<file path="src/rtl/vga_sync_if.sv">
// VGA raster timing bundle: pixel enable, counters, blanking, syncs, start pulses.
// master drives (vga_sync_gen), slave consumes (renderers, RGB mux).
interface vga_sync_if #(
    parameter int CNT_W = 10
);
    logic             pix_tick;
    logic [CNT_W-1:0] hc;
    logic [CNT_W-1:0] vc;
    logic             vidon;
    logic             hsync;
    logic             vsync;
    logic             line_start;
    logic             frame_start;

    modport master (
        output pix_tick, hc, vc, vidon,
        output hsync, vsync, line_start, frame_start
    );

    modport slave (
        input pix_tick, hc, vc, vidon,
        input hsync, vsync, line_start, frame_start
    );
endinterface

</file>
<file path="src/rtl/vga_sync_gen.sv">
// VGA raster timing generator (640x480@60 by default) from the system clock.
// Ports: clk, rst_n (async, active-low), vga (vga_sync_if.master, all registered).
module vga_sync_gen #(
    parameter int       CLK_DIV      = 4,
    parameter int       H_ACTIVE     = 640,
    parameter int       H_FP         = 16,
    parameter int       H_SYNC       = 96,
    parameter int       H_BP         = 48,
    parameter int       V_ACTIVE     = 480,
    parameter int       V_FP         = 10,
    parameter int       V_SYNC       = 2,
    parameter int       V_BP         = 33,
    parameter bit       SYNC_ACT_LOW = 1'b1,
    parameter int       CNT_W        = 10
) (
    input  logic         clk,
    input  logic         rst_n,
    vga_sync_if.master   vga
);
    localparam int H_TOTAL = H_ACTIVE + H_FP + H_SYNC + H_BP;
    localparam int V_TOTAL = V_ACTIVE + V_FP + V_SYNC + V_BP;
    localparam int DIV_W   = (CLK_DIV > 1) ? $clog2(CLK_DIV) : 1;

    localparam logic [DIV_W-1:0] DIV_LAST = DIV_W'(CLK_DIV - 1);
    localparam logic [CNT_W-1:0] H_LAST   = CNT_W'(H_TOTAL - 1);
    localparam logic [CNT_W-1:0] V_LAST   = CNT_W'(V_TOTAL - 1);
    localparam logic [CNT_W-1:0] H_ACT_C  = CNT_W'(H_ACTIVE);
    localparam logic [CNT_W-1:0] V_ACT_C  = CNT_W'(V_ACTIVE);
    localparam logic [CNT_W-1:0] HS_BEG   = CNT_W'(H_ACTIVE + H_FP);
    localparam logic [CNT_W-1:0] HS_END   = CNT_W'(H_ACTIVE + H_FP + H_SYNC);
    localparam logic [CNT_W-1:0] VS_BEG   = CNT_W'(V_ACTIVE + V_FP);
    localparam logic [CNT_W-1:0] VS_END   = CNT_W'(V_ACTIVE + V_FP + V_SYNC);

    // Level driven on hsync/vsync while the sync window is active.
    localparam logic SYNC_ON  = ~SYNC_ACT_LOW;
    localparam logic SYNC_OFF = SYNC_ACT_LOW;

    logic [DIV_W-1:0] div_q, div_d;
    logic             pix_tick_q, pix_tick_d;
    logic [CNT_W-1:0] hc_q, hc_d;
    logic [CNT_W-1:0] vc_q, vc_d;
    logic             vidon_q, vidon_d;
    logic             hsync_q, hsync_d;
    logic             vsync_q, vsync_d;
    logic             line_start_q, line_start_d;
    logic             frame_start_q, frame_start_d;
    logic             hs_act;
    logic             vs_act;

    always_comb begin
        div_d         = div_q;
        pix_tick_d    = 1'b0;
        hc_d          = hc_q;
        vc_d          = vc_q;
        hs_act        = 1'b0;
        vs_act        = 1'b0;
        vidon_d       = 1'b0;
        hsync_d       = SYNC_OFF;
        vsync_d       = SYNC_OFF;
        line_start_d  = 1'b0;
        frame_start_d = 1'b0;

        if (div_q == DIV_LAST) begin
            div_d      = '0;
            pix_tick_d = 1'b1;
        end else begin
            div_d = div_q + 1'b1;
        end

        // Counters step on the edge that closes a pix_tick clock.
        if (pix_tick_q) begin
            if (hc_q == H_LAST) begin
                hc_d = '0;
                vc_d = (vc_q == V_LAST) ? '0 : vc_q + 1'b1;
            end else begin
                hc_d = hc_q + 1'b1;
            end
        end

        // Decode from the next counter values so outputs line up with hc/vc.
        hs_act  = (hc_d >= HS_BEG) && (hc_d < HS_END);
        vs_act  = (vc_d >= VS_BEG) && (vc_d < VS_END);
        vidon_d = (hc_d < H_ACT_C) && (vc_d < V_ACT_C);
        hsync_d = hs_act ? SYNC_ON : SYNC_OFF;
        vsync_d = vs_act ? SYNC_ON : SYNC_OFF;

        // Only the first clock of a new pixel at column 0 pulses.
        line_start_d  = pix_tick_q && (hc_d == '0);
        frame_start_d = line_start_d && (vc_d == '0);
    end

    always_ff @(posedge clk or negedge rst_n) begin
        if (!rst_n) begin
            div_q         <= '0;
            pix_tick_q    <= 1'b0;
            hc_q          <= H_LAST;
            vc_q          <= V_LAST;
            vidon_q       <= 1'b0;
            hsync_q       <= SYNC_OFF;
            vsync_q       <= SYNC_OFF;
            line_start_q  <= 1'b0;
            frame_start_q <= 1'b0;
        end else begin
            div_q         <= div_d;
            pix_tick_q    <= pix_tick_d;
            hc_q          <= hc_d;
            vc_q          <= vc_d;
            vidon_q       <= vidon_d;
            hsync_q       <= hsync_d;
            vsync_q       <= vsync_d;
            line_start_q  <= line_start_d;
            frame_start_q <= frame_start_d;
        end
    end

    assign vga.pix_tick    = pix_tick_q;
    assign vga.hc          = hc_q;
    assign vga.vc          = vc_q;
    assign vga.vidon       = vidon_q;
    assign vga.hsync       = hsync_q;
    assign vga.vsync       = vsync_q;
    assign vga.line_start  = line_start_q;
    assign vga.frame_start = frame_start_q;
endmodule
</file>
<file path="src/flat_wrapper.sv">
// flat-port wrapper written by rule: the top's interface ports become plain ports
module vga_sync_gen_flat 
#(
    parameter int       CLK_DIV      = 4,
    parameter int       H_ACTIVE     = 640,
    parameter int       H_FP         = 16,
    parameter int       H_SYNC       = 96,
    parameter int       H_BP         = 48,
    parameter int       V_ACTIVE     = 480,
    parameter int       V_FP         = 10,
    parameter int       V_SYNC       = 2,
    parameter int       V_BP         = 33,
    parameter bit       SYNC_ACT_LOW = 1'b1,
    parameter int       CNT_W        = 10
)
  (clk, rst_n, vga_pix_tick, vga_hc, vga_vc, vga_vidon, vga_hsync, vga_vsync, vga_line_start, vga_frame_start);
  vga_sync_if #(.CNT_W(CNT_W)) vga_i ();
  input  logic clk;
  input  logic rst_n;
  output wire logic [$bits(vga_i.pix_tick)-1:0] vga_pix_tick;
  output wire logic [$bits(vga_i.hc)-1:0] vga_hc;
  output wire logic [$bits(vga_i.vc)-1:0] vga_vc;
  output wire logic [$bits(vga_i.vidon)-1:0] vga_vidon;
  output wire logic [$bits(vga_i.hsync)-1:0] vga_hsync;
  output wire logic [$bits(vga_i.vsync)-1:0] vga_vsync;
  output wire logic [$bits(vga_i.line_start)-1:0] vga_line_start;
  output wire logic [$bits(vga_i.frame_start)-1:0] vga_frame_start;
  assign vga_pix_tick = vga_i.pix_tick;
  assign vga_hc = vga_i.hc;
  assign vga_vc = vga_i.vc;
  assign vga_vidon = vga_i.vidon;
  assign vga_hsync = vga_i.hsync;
  assign vga_vsync = vga_i.vsync;
  assign vga_line_start = vga_i.line_start;
  assign vga_frame_start = vga_i.frame_start;
  vga_sync_gen #(.CLK_DIV(CLK_DIV), .H_ACTIVE(H_ACTIVE), .H_FP(H_FP), .H_SYNC(H_SYNC), .H_BP(H_BP), .V_ACTIVE(V_ACTIVE), .V_FP(V_FP), .V_SYNC(V_SYNC), .V_BP(V_BP), .SYNC_ACT_LOW(SYNC_ACT_LOW), .CNT_W(CNT_W)) u_core (.clk(clk), .rst_n(rst_n), .vga(vga_i));
endmodule
</file>
<file path="config.mk">
export PLATFORM = sky130hd
export DESIGN_NAME = vga_sync_gen_flat
export DESIGN_NICKNAME = d
export VERILOG_FILES = /design/src/rtl/vga_sync_if.sv /design/src/rtl/vga_sync_gen.sv /design/src/flat_wrapper.sv
export SDC_FILE = /design/constraint.sdc
export NUM_CORES = 1
export LEC_CHECK = 0
export ABC_CLOCK_PERIOD_IN_PS = 2900
export CAP_MARGIN = 20
export CORE_MARGIN = 2
export CORE_UTILIZATION = 53
export CTS_CLUSTER_DIAMETER = 30
export DETAILED_ROUTE_END_ITERATION = 6
export PLACE_DENSITY = 0.85
export SLEW_MARGIN = 20
export SYNTH_ARGS = -nofsm -noshare
export SYNTH_HDL_FRONTEND = slang
export SYNTH_SLANG_ARGS = --single-unit
export TNS_END_PERCENT = 20
</file>
<file path="constraint.sdc">
create_clock -name clk -period 2.9 [get_ports clk]
set_input_delay 0.29 -clock clk [delete_from_list [all_inputs] [get_ports clk]]
set_output_delay 0.29 -clock clk [all_outputs]
set_load 0.02 [all_outputs]
</file>
==> impl_results.html <==
<table>
<tr><th>Metric</th><th>Value</th></tr>
<tr><th colspan="2">Timing</th></tr>
<tr><td>Headroom to the max-slew limit</td><td>roughly 65%</td></tr>
<tr><td>RSZ-0062 raised after global routing</td><td>false</td></tr>
<tr><td>Setup violations, final</td><td>0</td></tr>
<tr><td>Post-route setup TNS</td><td>0 ns</td></tr>
<tr><td>Largest clock skew in the final design</td><td>0.006357 ns</td></tr>
<tr><td>Final Cycle Share</td><td>91.81%</td></tr>
<tr><td>Number of max-slew violations in the final report</td><td>0</td></tr>
<tr><td>Worst Max-Slew Pin Slew</td><td>around 0.52 ns</td></tr>
<tr><td>Max Freq</td><td>375.6 MHz</td></tr>
<tr><td>Shortest clock period the worst path allows after layout</td><td>2.662 ns</td></tr>
<tr><td>Hold violation count in the final report</td><td>0</td></tr>
<tr><th colspan="2">Clock network</th></tr>
<tr><td>CTS tree</td><td>done</td></tr>
<tr><td>Clock latency at the later pin of the worst-skew pair</td><td>0.34 ns</td></tr>
<tr><td>Clk slew on worst S/H paths</td><td>0.15 ns</td></tr>
<tr><td>TritonCTS Buffers</td><td>3</td></tr>
<tr><td>Buffer cell driving the clock tree root</td><td>clkbuf_4</td></tr>
<tr><td>Sink count of the clock tree</td><td>28</td></tr>
<tr><td>CTS HTree Levels</td><td>1</td></tr>
<tr><td>Maximum clock path buffer count</td><td>2</td></tr>
<tr><th colspan="2">Setup path</th></tr>
<tr><td>Largest driver fanout on the critical path</td><td>9</td></tr>
<tr><td>Critical path arrival</td><td>2.91 ns</td></tr>
<tr><td>Crit path max-delay family</td><td>simple AND/OR/NAND/NOR gates</td></tr>
<tr><td>Slack of the worst reg-to-reg path</td><td>0.24 ns</td></tr>
<tr><td>Critical path buffers and inverters</td><td>0</td></tr>
<tr><td>Setup Crit Path Kind</td><td>register to register</td></tr>
<tr><td>Crit path max-delay cell type</td><td>dfstp_2</td></tr>
<tr><td>Largest incremental delay on the critical path</td><td>0.65 ns</td></tr>
<tr><td>List of cells traversed by the critical path</td><td>ha_1 -&gt; nand4_2 -&gt; or4_4 -&gt; nor2_2 -&gt; xnor2_1 -&gt; nand4bb_1 -&gt; nor4b_1</td></tr>
<tr><td>CP Launch Type</td><td>register</td></tr>
<tr><td>Reg2reg end</td><td>u_core.vga.frame_start$_DFF_PN0_</td></tr>
<tr><td>Crit path required time</td><td>3.15 ns</td></tr>
<tr><td>R2R depth</td><td>7</td></tr>
<tr><td>Worst reg2reg path startpoint</td><td>u_core.vga.hc[1]$_DFF_PN1_</td></tr>
<tr><td>Type of element capturing the critical path</td><td>register</td></tr>
<tr><th colspan="2">Detailed routing</th></tr>
<tr><td>First-pass iteration count of the detailed router</td><td>4</td></tr>
<tr><td>Via Count</td><td>1,455</td></tr>
<tr><td>DRC violation count after routing</td><td>0</td></tr>
<tr><td>Routed wire length</td><td>approximately 3600 µm</td></tr>
<tr><td>Vias per inst</td><td>5.891</td></tr>
<tr><td>Count of routing violations after the opening detailed-route iteration</td><td>58</td></tr>
<tr><td>Final ANT Viol Nets</td><td>0</td></tr>
<tr><td>WL per Instance</td><td>14.54 µm</td></tr>
<tr><th colspan="2">Global route</th></tr>
<tr><td>Wire length of the first global-routing pass</td><td>5989 µm</td></tr>
<tr><td>Maximum number of pins on one net before global-route repair</td><td>23</td></tr>
<tr><td>Residual overflow from global routing</td><td>0</td></tr>
<tr><td>Total global-route track usage</td><td>21.84%</td></tr>
<tr><td>Number of global-route vias before repair</td><td>1,321</td></tr>
<tr><td>Number of antenna violations at the first check in global routing</td><td>0</td></tr>
<tr><th colspan="2">Power and ir drop</th></tr>
<tr><td>Worst VDD drop</td><td>0.2097 mV</td></tr>
<tr><td>Clock network fraction of design power</td><td>39.2%</td></tr>
<tr><td>Power consumption</td><td>0.6616 mW</td></tr>
<tr><td>Part of the power in combinational logic</td><td>under 10%</td></tr>
<tr><td>Switching power of the nets</td><td>0.1269 mW</td></tr>
<tr><td>PwrDens</td><td>325.4 mW/mm²</td></tr>
<tr><td>Leak pwr</td><td>0.7847 nW</td></tr>
<tr><td>Switching Share</td><td>19.18%</td></tr>
<tr><td>Reg power frac</td><td>between 50% and 60%</td></tr>
<tr><td>Cell-internal power</td><td>roughly 0.53 mW</td></tr>
<tr><th colspan="2">Synth</th></tr>
<tr><td>Number of distinct standard cells referenced by the synthesized netlist</td><td>43</td></tr>
<tr><td>Flops &amp; latches, synth</td><td>28</td></tr>
<tr><td>Most used flip-flop cell after synthesis</td><td>dfrtp_1</td></tr>
<tr><td>Per-instance average area after synthesis</td><td>9.415 µm²</td></tr>
<tr><td>Total of warnings raised by yosys</td><td>0</td></tr>
<tr><td>Register area share after synthesis</td><td>42.46%</td></tr>
<tr><td>Cell with the most instances after synthesis</td><td>dfrtp_1</td></tr>
<tr><td>Fraction of registers with async set or reset after synthesis</td><td>100.0%</td></tr>
<tr><td>Most frequent cells after synthesis</td><td>dfrtp_1 (16), nand2_1 (15), dfstp_2 (12), o21ai_0 (12)</td></tr>
<tr><td>Cell accounting for the most synthesized area</td><td>dfrtp_1</td></tr>
<tr><td>Synthesized instance count</td><td>179</td></tr>
<tr><td>Area fraction of the dominant cell type after synthesis</td><td>23.76%</td></tr>
<tr><td>Synth area leaders</td><td>dfrtp_1 (24%), dfstp_2 (19%), xnor2_1 (4.2%), o21ai_0 (3.6%), nand2_1 (3.3%)</td></tr>
<tr><td>Number of synthesized flops with an enable pin</td><td>0</td></tr>
<tr><td>Net Count, Synth</td><td>185</td></tr>
<tr><td>Netlist area before placement</td><td>0.001685 mm²</td></tr>
<tr><th colspan="2">Die</th></tr>
<tr><td>Io pins</td><td>28</td></tr>
<tr><td>Number of cell rows</td><td>20</td></tr>
<tr><td>Horizontal die dimension</td><td>60.39 µm</td></tr>
<tr><td>Core Box Area</td><td>~0.003 mm²</td></tr>
<tr><td>Die ar.</td><td>0.003647 mm²</td></tr>
<tr><td>Die Span Y</td><td>60.39 µm</td></tr>
<tr><td>Starting Density</td><td>55.66%</td></tr>
<tr><th colspan="2">Worst hold path</th></tr>
<tr><td>Min-Delay Path Class</td><td>primary input to asynchronous set/reset pin</td></tr>
<tr><th colspan="2">Run</th></tr>
<tr><td>Number of max-cap violations</td><td>0</td></tr>
<tr><th colspan="2">Final layout</th></tr>
<tr><td>ANT cells</td><td>0</td></tr>
<tr><td>Fraction of layout instances using a drive strength above 1</td><td>17.24%</td></tr>
<tr><td>Count of nets after finishing</td><td>210</td></tr>
<tr><td>Area overhead of the layout relative to synthesis</td><td>20.64%</td></tr>
<tr><th colspan="2">Outcome</th></tr>
<tr><td>Outcome</td><td>finished clean</td></tr>
<tr><th colspan="2">Placed design</th></tr>
<tr><td>HPWL after detailed placement</td><td>2608 µm</td></tr>
<tr><td>Port bufs</td><td>27</td></tr>
<tr><td>Final weighted congestion in routability-driven placement</td><td>0.8672</td></tr>
</table>
layer usage:
layer / routed length (µm) / track usage, %
met2: 1713 / 34.01
met5: 0 / 0
met4: 52 / 8.889
met1: 1601 / 30.81
met3: 224 / 3.198
power by group through the flow:
stage | Sequential, mW | Combinational [mW] | Clock, mW
2_1_floorplan | 0.398 | 0.000000354 | 0
3_3_place_gp | 0.398 | 0.0109 | 0
3_5_place_dp | 0.398 | 0.0112 | 0
4_1_cts | 0.392 | 0.0112 | 0.263
5_1_grt | 0.392 | 0.0127 | 0.279
6_report | 0.392 | 0.0106 | 0.259
cell usage in the layout, fill, tap and decap left out, drive strengths merged, types with 2 or more instances in the layout:
master         Yosys  final
clkdlybuf4s50      0     26
dfrtp             16     16
nand2             16     16
o21ai             12     12
dfstp             12     12
nor2              12     12
inv               11     11
nand3             11     11
nor3               9      9
xnor2              8      8
a21oi              7      7
nand4              6      6
xor2               5      5
buf               10      5
a31oi              4      4
ha                 4      4
nand4b             3      3
nand2b             3      3
o22ai              3      3
mux2i              3      3
clkbuf             2      3
or4                3      3
or2                2      2
or3                2      2
o31ai              2      2
a21o               2      2
and4               2      2
cell families (layout without fill, tap and decap cells):
logic type	after synthesis	in the layout	share of synthesized area [%]
mux	4	4	2.672
compound gates	33	33	11.43
flops	28	28	42.46
fa+ha+maj	4	4	2.970
simple gates	74	74	27.39
xor+xnor	13	13	6.756
buf+inv	23	47	6.310
timing repair:
item                                   in CTS  in global routing
endpoints found under the hold margin       0                 16
buffers inserted                            0                  0
hold buffers                                0                  1
resized for setup                           0                  0
metrics by stage:
stage / instances / util, % / setup WS, ns / area (µm²) / hold slack (ns)
2_1_floorplan: 179 / - / 0.4389 / 1685 / -0.005591
3_3_place_gp: 242 / 65.25 / 0.4067 / 1976 / 0.4156
3_5_place_dp: 242 / 65.25 / 0.2817 / 1976 / 0.4341
4_1_cts: 246 / 66.98 / 0.2390 / 2028 / 0.4537
5_1_grt: 247 / 67.15 / 0.09213 / 2033 / 0.4627
6_report: 247 / 67.15 / 0.2376 / 2033 / 0.4181
sequential cells by signal (all words and copies together), names as in the netlist:
name	flops
u_core.vga.line_start	1
u_core.vga.hsync	1
u_core.vga.vidon	1
u_core.vga.frame_start	1
u_core.vga.pix_tick	1
u_core.vga.vc	10
u_core.vga.vsync	1
u_core.div_q	2
u_core.vga.hc	10
final cells by class:
cell class / count / area (µm²)
Tap cell: 44 / 55.05
Multi-Input combinational cell: 128 / 863.3
Sequential cell: 28 / 715.7
Inverter: 11 / 41.29
Clock inverter: 1 / 30.03
Clock buffer: 3 / 22.52
Fill cell: 229 / 994.7
Timing Repair Buffer: 32 / 305.3
worst max path at each step:
stage	startpoint	end	slack, ns	cells after the start
floorplan	u_core.vga.hc[1]$_DFF_PN1_	u_core.vga.frame_start$_DFF_PN0_	0.44	7
global placement	u_core.vga.hc[1]$_DFF_PN1_	u_core.vga.frame_start$_DFF_PN0_	0.41	7
detailed placement	u_core.vga.hc[1]$_DFF_PN1_	u_core.vga.frame_start$_DFF_PN0_	0.28	7
CTS	u_core.vga.hc[1]$_DFF_PN1_	u_core.vga.frame_start$_DFF_PN0_	0.24	7
global route	u_core.vga.hc[1]$_DFF_PN1_	u_core.vga.frame_start$_DFF_PN0_	0.09	7
finish	u_core.vga.hc[1]$_DFF_PN1_	u_core.vga.frame_start$_DFF_PN0_	0.24	7
Note: power is estimated with default switching activity, not from simulation.
